===== src/rtl/video_pkg.sv =====
// Shared video-path definitions: sample width, line geometry, 4:2:2 phase
// and extractor FSM encodings, and the BT.656 timing-reference preamble.
package video_pkg;

    localparam int SAMPLE_W          = 8;
    localparam int ACTIVE_PIXELS_525 = 720;

    // Position of a word within a Cb-Y0-Cr-Y1 co-sited group
    typedef enum logic [1:0] {
        PH_CB = 2'd0,
        PH_Y0 = 2'd1,
        PH_CR = 2'd2,
        PH_Y1 = 2'd3
    } phase_t;

    typedef enum logic [1:0] {
        ST_IDLE   = 2'd0,
        ST_ACTIVE = 2'd1,
        ST_DONE   = 2'd2
    } state_t;

    // Timing reference preamble FF 00 00, followed by the XY word
    localparam logic [9:0] BT656_PRE0 = 10'h3FF;
    localparam logic [9:0] BT656_PRE1 = 10'h000;
    localparam logic [9:0] BT656_PRE2 = 10'h000;

    // Phases wrap Y1 -> Cb naturally in two bits
    function automatic phase_t next_phase(input phase_t p);
        return phase_t'(p + 2'd1);
    endfunction

endpackage


===== src/rtl/active_video_extractor_assembler.sv =====
// Turns the accepted Cb/Y0/Cr/Y1 word sequence into per-pixel {Y,Cb,Cr}.
// Both luma samples of a pair share the Cb/Cr captured in the same group.
module cbycr_pixel_assembler
    import video_pkg::*;
#(
    parameter int SW = 8
) (
    input  logic          clk,
    input  logic          reset_n,
    input  logic          accept,
    input  logic          restart,
    input  logic [SW-1:0] word,
    output logic [1:0]    phase,
    output logic          pix_valid,
    output logic [SW-1:0] pix_y,
    output logic [SW-1:0] pix_cb,
    output logic [SW-1:0] pix_cr
);

    phase_t        phase_q;
    phase_t        cur_phase;
    logic [SW-1:0] cb_q;
    logic [SW-1:0] y0_q;
    logic [SW-1:0] cr_q;

    // A restart forces the current word to be treated as Cb of a new group
    assign cur_phase = restart ? PH_CB : phase_q;
    assign phase     = cur_phase;

    // Capture chroma/luma and emit a pixel on each Cr and Y1 word
    always_ff @(posedge clk or negedge reset_n) begin
        if (!reset_n) begin
            phase_q   <= PH_CB;
            cb_q      <= '0;
            y0_q      <= '0;
            cr_q      <= '0;
            pix_valid <= 1'b0;
            pix_y     <= '0;
            pix_cb    <= '0;
            pix_cr    <= '0;
        end else begin
            pix_valid <= 1'b0;
            if (accept) begin
                phase_q <= next_phase(cur_phase);
                case (cur_phase)
                    PH_CB: cb_q <= word;
                    PH_Y0: y0_q <= word;
                    PH_CR: begin
                        cr_q      <= word;
                        pix_valid <= 1'b1;
                        pix_y     <= y0_q;
                        pix_cb    <= cb_q;
                        pix_cr    <= word;
                    end
                    PH_Y1: begin
                        pix_valid <= 1'b1;
                        pix_y     <= word;
                        pix_cb    <= cb_q;
                        pix_cr    <= cr_q;
                    end
                    default: ;
                endcase
            end else if (restart) begin
                // Aborted line: drop any partial group
                phase_q <= PH_CB;
            end
        end
    end

endmodule


===== src/rtl/active_video_extractor.sv =====
// Active-video extractor: detects SAV/EAV from the sync parser flags, gates
// the 2*ACTIVE_PIXELS sample window, and tracks pixel column, field and
// field-relative active line. Malformed (short) lines are flagged.
module active_video_extractor
    import video_pkg::*;
#(
    parameter int SAMPLE_W      = 8,
    parameter int ACTIVE_PIXELS = ACTIVE_PIXELS_525,
    parameter int X_W           = 11,
    parameter int Y_W           = 10
) (
    input  logic                clk,
    input  logic                reset_n,
    input  logic [9:0]          bt656,
    input  logic                H,
    input  logic                V,
    input  logic                F,
    output logic                pix_valid,
    output logic [SAMPLE_W-1:0] pix_y,
    output logic [SAMPLE_W-1:0] pix_cb,
    output logic [SAMPLE_W-1:0] pix_cr,
    output logic [X_W-1:0]      pix_x,
    output logic [Y_W-1:0]      line_y,
    output logic                field,
    output logic                line_start,
    output logic                field_start,
    output logic                err_short_line
);

    localparam int                WORDS     = 2 * ACTIVE_PIXELS;
    localparam int                CNT_W     = $clog2(WORDS + 1);
    localparam logic [CNT_W-1:0]  LAST_WORD = CNT_W'(WORDS - 1);
    localparam logic [Y_W-1:0]    LINE_MAX  = '1;

    state_t           state;
    state_t           state_nxt;
    logic             h_prev;
    logic             v_prev;
    logic             h_fall;
    logic             h_rise;
    logic             v_fall;
    logic             v_rise;
    logic [CNT_W-1:0] word_cnt;
    logic             accept;
    logic             restart;
    logic             start_line;
    logic             line_end;
    logic             abort;
    logic [1:0]       cur_phase;
    logic             unused_low_bits;

    // Sub-sample bits below the sample field carry no information here
    assign unused_low_bits = ^bt656[9-SAMPLE_W:0];

    assign h_fall = h_prev & ~H;
    assign h_rise = ~h_prev & H;
    assign v_fall = v_prev & ~V;
    assign v_rise = ~v_prev & V;

    // Flag history for edge detection; starts high so blanking is assumed
    always_ff @(posedge clk or negedge reset_n) begin
        if (!reset_n) begin
            h_prev <= 1'b1;
            v_prev <= 1'b1;
        end else begin
            h_prev <= H;
            v_prev <= V;
        end
    end

    // FSM state register
    always_ff @(posedge clk or negedge reset_n) begin
        if (!reset_n) state <= ST_IDLE;
        else          state <= state_nxt;
    end

    // Line window control: start on SAV in active field, end on count or abort
    always_comb begin
        state_nxt  = state;
        accept     = 1'b0;
        restart    = 1'b0;
        start_line = 1'b0;
        line_end   = 1'b0;
        abort      = 1'b0;
        case (state)
            ST_IDLE: begin
                if (h_fall && !V) begin
                    state_nxt  = ST_ACTIVE;
                    accept     = 1'b1;
                    restart    = 1'b1;
                    start_line = 1'b1;
                end
            end
            ST_ACTIVE: begin
                if (h_rise || v_rise) begin
                    state_nxt = ST_IDLE;
                    restart   = 1'b1;
                    abort     = 1'b1;
                    line_end  = 1'b1;
                end else begin
                    accept = 1'b1;
                    if (word_cnt == LAST_WORD) state_nxt = ST_DONE;
                end
            end
            ST_DONE: begin
                if (h_rise) begin
                    state_nxt = ST_IDLE;
                    line_end  = 1'b1;
                end
            end
            default: state_nxt = ST_IDLE;
        endcase
    end

    // Index of the word being accepted; word 0 is taken at line start
    always_ff @(posedge clk or negedge reset_n) begin
        if (!reset_n)        word_cnt <= '0;
        else if (start_line) word_cnt <= CNT_W'(1);
        else if (accept)     word_cnt <= word_cnt + 1'b1;
    end

    cbycr_pixel_assembler #(
        .SW (SAMPLE_W)
    ) u_asm (
        .clk       (clk),
        .reset_n   (reset_n),
        .accept    (accept),
        .restart   (restart),
        .word      (bt656[9 -: SAMPLE_W]),
        .phase     (cur_phase),
        .pix_valid (pix_valid),
        .pix_y     (pix_y),
        .pix_cb    (pix_cb),
        .pix_cr    (pix_cr)
    );

    // Column of the emitted pixel: group index * 2, plus 1 for the Y1 pixel
    always_ff @(posedge clk or negedge reset_n) begin
        if (!reset_n) begin
            pix_x <= '0;
        end else if (accept && (cur_phase == PH_CR || cur_phase == PH_Y1)) begin
            pix_x <= X_W'({word_cnt[CNT_W-1:2], cur_phase == PH_Y1});
        end
    end

    // Field latch and saturating active-line counter; field start wins
    always_ff @(posedge clk or negedge reset_n) begin
        if (!reset_n) begin
            line_y <= '0;
            field  <= 1'b0;
        end else if (v_fall) begin
            line_y <= '0;
            field  <= F;
        end else if (line_end && line_y != LINE_MAX) begin
            line_y <= line_y + 1'b1;
        end
    end

    // Registered event pulses
    always_ff @(posedge clk or negedge reset_n) begin
        if (!reset_n) begin
            line_start     <= 1'b0;
            field_start    <= 1'b0;
            err_short_line <= 1'b0;
        end else begin
            line_start     <= start_line;
            field_start    <= v_fall;
            err_short_line <= abort;
        end
    end

endmodule

===== config.mk =====
export PLATFORM = sky130hd
export DESIGN_NAME = active_video_extractor
export DESIGN_NICKNAME = d
export VERILOG_FILES = /design/src/rtl/video_pkg.sv /design/src/rtl/active_video_extractor_assembler.sv /design/src/rtl/active_video_extractor.sv
export SDC_FILE = /design/constraint.sdc
export NUM_CORES = 1
export LEC_CHECK = 0
export ABC_AREA = 1
export BUFFER_PORTS_ARGS = -buffer_cell sky130_fd_sc_hd__buf_4
export CAP_MARGIN = 40
export CORE_ASPECT_RATIO = 1.25
export CORE_UTILIZATION = 61
export CTS_CLUSTER_DIAMETER = 120
export DETAILED_ROUTE_END_ITERATION = 10
export GPL_TIMING_DRIVEN = 0
export PLACE_DENSITY = 0.85
export SYNTH_ARGS = -nofsm -noshare
export SYNTH_HDL_FRONTEND = slang
export SYNTH_SLANG_ARGS = --single-unit

===== constraint.sdc =====
create_clock -name clk -period 5 [get_ports clk]
set_clock_uncertainty 0.05 [all_clocks]
set_input_delay 0.5 -clock clk [delete_from_list [all_inputs] [get_ports clk]]
set_output_delay 0.5 -clock clk [all_outputs]
set_load 0.01 [all_outputs]

Yosys cells after proc, flatten, opt, wreduce, memory -nomap -nowiden
Cells that the tools add are included.

Logic and storage cells: 81. Input port bits: 15. Output and inout port bits: 50. Bits in registers: 90.

Bitwise gates (word level): 8. Reduce and logical (&&, ||, !) cells: 18. Equal/unequal tests: 10. Add/subtract/negate cells: 3. Mux-type cells: 24.

Operators by type and width (count): $pmux 8 s2 (2); $mux 11 (2); $mux 10 (2); $mux 2 (6); $add 11x1->11 const B (1); $eq 11x11->1 const B (1); $add 10x1->10 const B (1); $ne 10x10->1 const B (1); $reduce_and 2->1 (5); $mux 1 (8); $eq 2x2->1 const B (3); $pmux 1 s2 (3); $pmux 2 s3 (1); $reduce_bool 2->1 (3); $and 1x1->1 (4); $eq 2x1->1 const B (2); $logic_not 2->1 (2); $ne 2x2->1 const B (2); $not 1->1 (4); $logic_and 1x1->1 (3); $ne 3x3->1 const B (1); $reduce_and 3->1 (1); $add 2x1->2 const B (1); $logic_or 1x1->1 (2); 2 further kinds (2).

Depth between registers and ports, before layout
Word-level depth: 10. Depth in mapped cells: 14.

Hierarchy
From an unflattened synthesis, not the netlist that was laid out.

Cells, all modules: 533. Area total of the unflattened synthesis: 4265.3 um^2.

By module, submodules not included: cbycr_pixel_assembler (times used 1, area an instance 2172.1 um^2, cells each 256, sequential area each 1276.2 um^2); active_video_extractor (times used 1, area an instance 2093.3 um^2, cells each 277, sequential area each 978.4 um^2).

Worst setup path after synthesis
No wires, ideal clock.

Kind: reg-to-reg. From: reg state[0]. To: reg u_asm.pix_cr[6]. Setup slack: 2.860 ns. Arrival time: 1.973 ns. Required time: 4.833 ns. Setup time: 0.117 ns. Clock period less this slack: 2.140 ns. Cell stages (with the launch flop): 15. Cells stage by stage: dfrtp_1 > inv_1 > ha_1 > nand4_4 > buf_6 > nand2_1 > inv_1 > nand2_1 > inv_1 > ha_1 > clkbuf_1 > nand2_1 > o21ai_0 > nand2_1 > nand2_1.

Longest elaborated chain between the ends: 6. Elaborated cells on any way between the ends: 10.

Ends and longest elaborated chain: start, declared (RTL line active_video_extractor.sv:35) `state_t state;`; start signal, assigned (RTL line active_video_extractor.sv:74) `else state <= state_nxt;`; $eq 2x1->1 or $logic_not 2->1 (tied branches) (RTL line active_video_extractor.sv:85) `case (state)`; $pmux 1 s2 (RTL line active_video_extractor.sv:85); $mux 2; $eq 2x2->1 (RTL line active_video_extractor_assembler.sv:45) `case (cur_phase)`; $reduce_bool 2->1 (no source line); $reduce_and 2->1 (no source line); end signal, assigned (RTL line active_video_extractor_assembler.sv:53) `pix_cr <= word;`; end signal, assigned (RTL line active_video_extractor_assembler.sv:59) `pix_cr <= cr_q;`; end, declared (RTL line active_video_extractor_assembler.sv:17) `output logic [SW-1:0] pix_cr`.

Several ways; a longest one is shown, not always the timed one. A chain may end at the register's enable or synchronous reset.

Final worst setup path
From: reg state[0]. To: reg u_asm.pix_cr[3].

Same word-level chain as after synthesis.

==> qor.yml <==
final_layout:
  diodes: 0
  nets: 599
  area.growth.synth_to_final_pct: 19.2
  drive_gt1_share_pct: 18.3
  layout_commonest_cell: "nand2_1"
  final_cell_mix: "nand2_1 (190), dfrtp_1 (88), buf_4 (64), inv_1 (40), o21ai_0 (33)"
critical_path:
  path_max_fanout: 10
  startpoint_type: "flip-flop"
  critical_path_class: "reg -> reg"
  crit_required_ns: 5.25
  cp-end-kind: "flip-flop"
  crit_arrival_ns: 2.82
synthesis:
  ys_types: 31
  ys_ff_latch: 90
  syn-num-nets: 526
  synth.largest_area_cell: "dfrtp_1"
  syn_avg_cell_area_um2: 8.38
  synth_ff_type: "dfrtp_1"
  synth_edf_count: 0
  synth_area_leaders: "dfrtp_1 (52%), nand2_1 (17%), o21ai_0 (3.9%)"
  yosys_warnings: 0
  synth_top_area_share_pct: 52.4
  synthArstFlopShare_pct: 100
  syn_area_um2: 4200
  synthCells: 501
  yosysSeqAreaShare_pct: 53.7
clock_tree:
  clockBufferDepth: 2
  cts.clk_slew.worst_paths_ns: 0.09
  cts_resized: 0
  cts.sinks: 90
  clk_latency_ns: 0.36
  htree_num_levels: 3
  cts_setup_buffers: 0
  cts_tree: "built"
  cts_made_buffers: 9
  cts_hold_buf: 0
  clockRootBuffer: "clkbuf_8"
detailed_routing:
  first_pass_iters: 5
  drc: 0
  top_layer_used: "met4"
  ant_nets: 0
  dr_wl_met3_um: 398
  vias: 3463
  wl_per_cell_um: 13.1
  initialDrtViolationCount: 282
  dr_wl_met2_mm: 4.40
  wl_mm: 8.72
  vias_per_cell: 5.20
  drt-met1-wl_mm: 3.68
outcome:
  status: "finished, final reports clean"
sta:
  fin_crit_ns: 2.57
  rsz0062_at_grt: "no"
  setup-tns-final_ns: 0
  setup_slack_ns: 2.43
  worstMarginPinSlew_ns: 0.503
  finalMaxSlewViolations: 0
  finalHoldViolations: 0
  maxSlewHeadroom_pct: 66.5
  setup_viol: 0
  fin_crit_sh_pct: 51.4
  fmaxAchievable_mhz: 389
job:
  cap_violations: 0
die:
  num_rows: 33
  coreArea_um2: 6610
  die_h_um: 94.8
  die_area_um2: 7220
  io_pins: 65
  fp.dieW_um: 76.2
  start_util_pct: 63.6
grt:
  grtUsageTotal_pct: 25.8
  grt_max_degree: 55
  grt_pass1_vias: 3098
  grt_pass1_wl_mm: 14.3
  grt_overflow: 0
  antenna_found_initial: 0
worst_hold_path:
  hp-class: "in -> async"
place:
  dp_slack_ns: 2.50
  dp_hpwl_mm: 6.21
  gp_congestion: 0.845
  io_buffers: 61
pwr:
  vdd_drop_max_uv: 277
  p_leak_uw: 0.00264
  power_density_nw_per_um2: 536
state kept, by name, summed over array words and instances (netlist names), 8 cells and up:
name,flops
line_y,10
pix_x,10
u_asm.cb_q,8
u_asm.cr_q,8
u_asm.pix_cb,8
u_asm.pix_cr,8
u_asm.pix_y,8
u_asm.y0_q,8
word_cnt,11
synthesized netlist by cell type (2+ instances only):
cell type / count
xor2_1: 2
o21ai_0: 33
nand4_1: 4
clkbuf_1: 5
nand3_1: 27
ha_1: 10
nor2_1: 32
dfstp_2: 2
nand2_1: 190
dfrtp_1: 88
o21ai_1: 27
buf_6: 6
nor3_1: 4
a21oi_1: 5
buf_2: 5
inv_2: 2
nand2_4: 4
inv_1: 40
buf_4: 3
stage by stage:
stage                     hold WS [ns]  util, %  cells  power (uW)  instance area (um2)
after floorplan                  0.154        -    501        1770                 4200
after global placement           0.402     72.2    649        2120                 4770
after detailed placement         0.415     72.6    650        2170                 4790
after CTS                       0.0609     75.8    666        2700                 5010
after global routing            0.0749     75.8    666        2870                 5010
final                           0.0491     75.8    666        2680                 5010
final cells by class:
class,instances,area (um2)
inverters,42,158
fillers,477,1600
well taps,87,109
clock inverters,5,60.1
multi-input cells,350,1650
clock buffers,11,151
repair buffers,62,485
plain buffers,19,134
flip-flops and latches,90,2250
power by group:
group          internal, uW  switching, uW  leakage (uW)  total, uW
registers              1000            189       0.00116       1190
logic                   435            537       0.00137        972
clock network           261            259      0.000106        520
total                  1700            984       0.00264       2680
worst max-delay path: stages (launching register included):
cell and delay (ns):
dfrtp_1 0.39, inv_1 0.09, ha_1 0.24, nand4_4 0.16
buf_6 0.16, nand2_1 0.07, inv_1 0.06, nand2_1 0.11
inv_1 0.12, ha_1 0.28, clkbuf_1 0.38, nand2_1 0.12
o21ai_0 0.14, nand2_1 0.09, nand2_1 0.06
path summary, 6_finish.rpt:
check	from	endpoint	slack [ns]	cells after the start
worst min register to register	u_asm.cb_q[1]	u_asm.pix_cb[1]	0.43	2
worst min-delay path	reset_n	pix_x[7]	0.05	1
max in group asynchronous	reset_n	u_asm.y0_q[6]	4.22	2
min in group clk	V	v_prev	0.23	1
worst max register to register	state[0]	u_asm.pix_cr[3]	2.43	14
worst max-delay path	state[0]	u_asm.pix_cr[3]	2.43	14
logic make-up after synthesis:
group | Yosys count | share of synthesized area [%]
buffers and inverters | 61 | 6.94
adder cells (fa/ha/maj) | 10 | 2.98
other | 1 | 0.0893
AO/OA/AOI/OAI | 67 | 8.10
flip-flops | 90 | 53.7
XOR/XNOR | 3 | 0.626
AND/OR/NAND/NOR | 269 | 27.6
routing by layer:
| metal | vias to the layer above | track usage [%] |
|---|---|---|
| met1 | 1623 | 32.8 |
| li1 | 1721 | - |
| met2 | 101 | 42.8 |
| met5 | - | 0 |
| met4 | 0 | 13.5 |
| met3 | 18 | 4.35 |
Power figures use the tool's default switching activity.
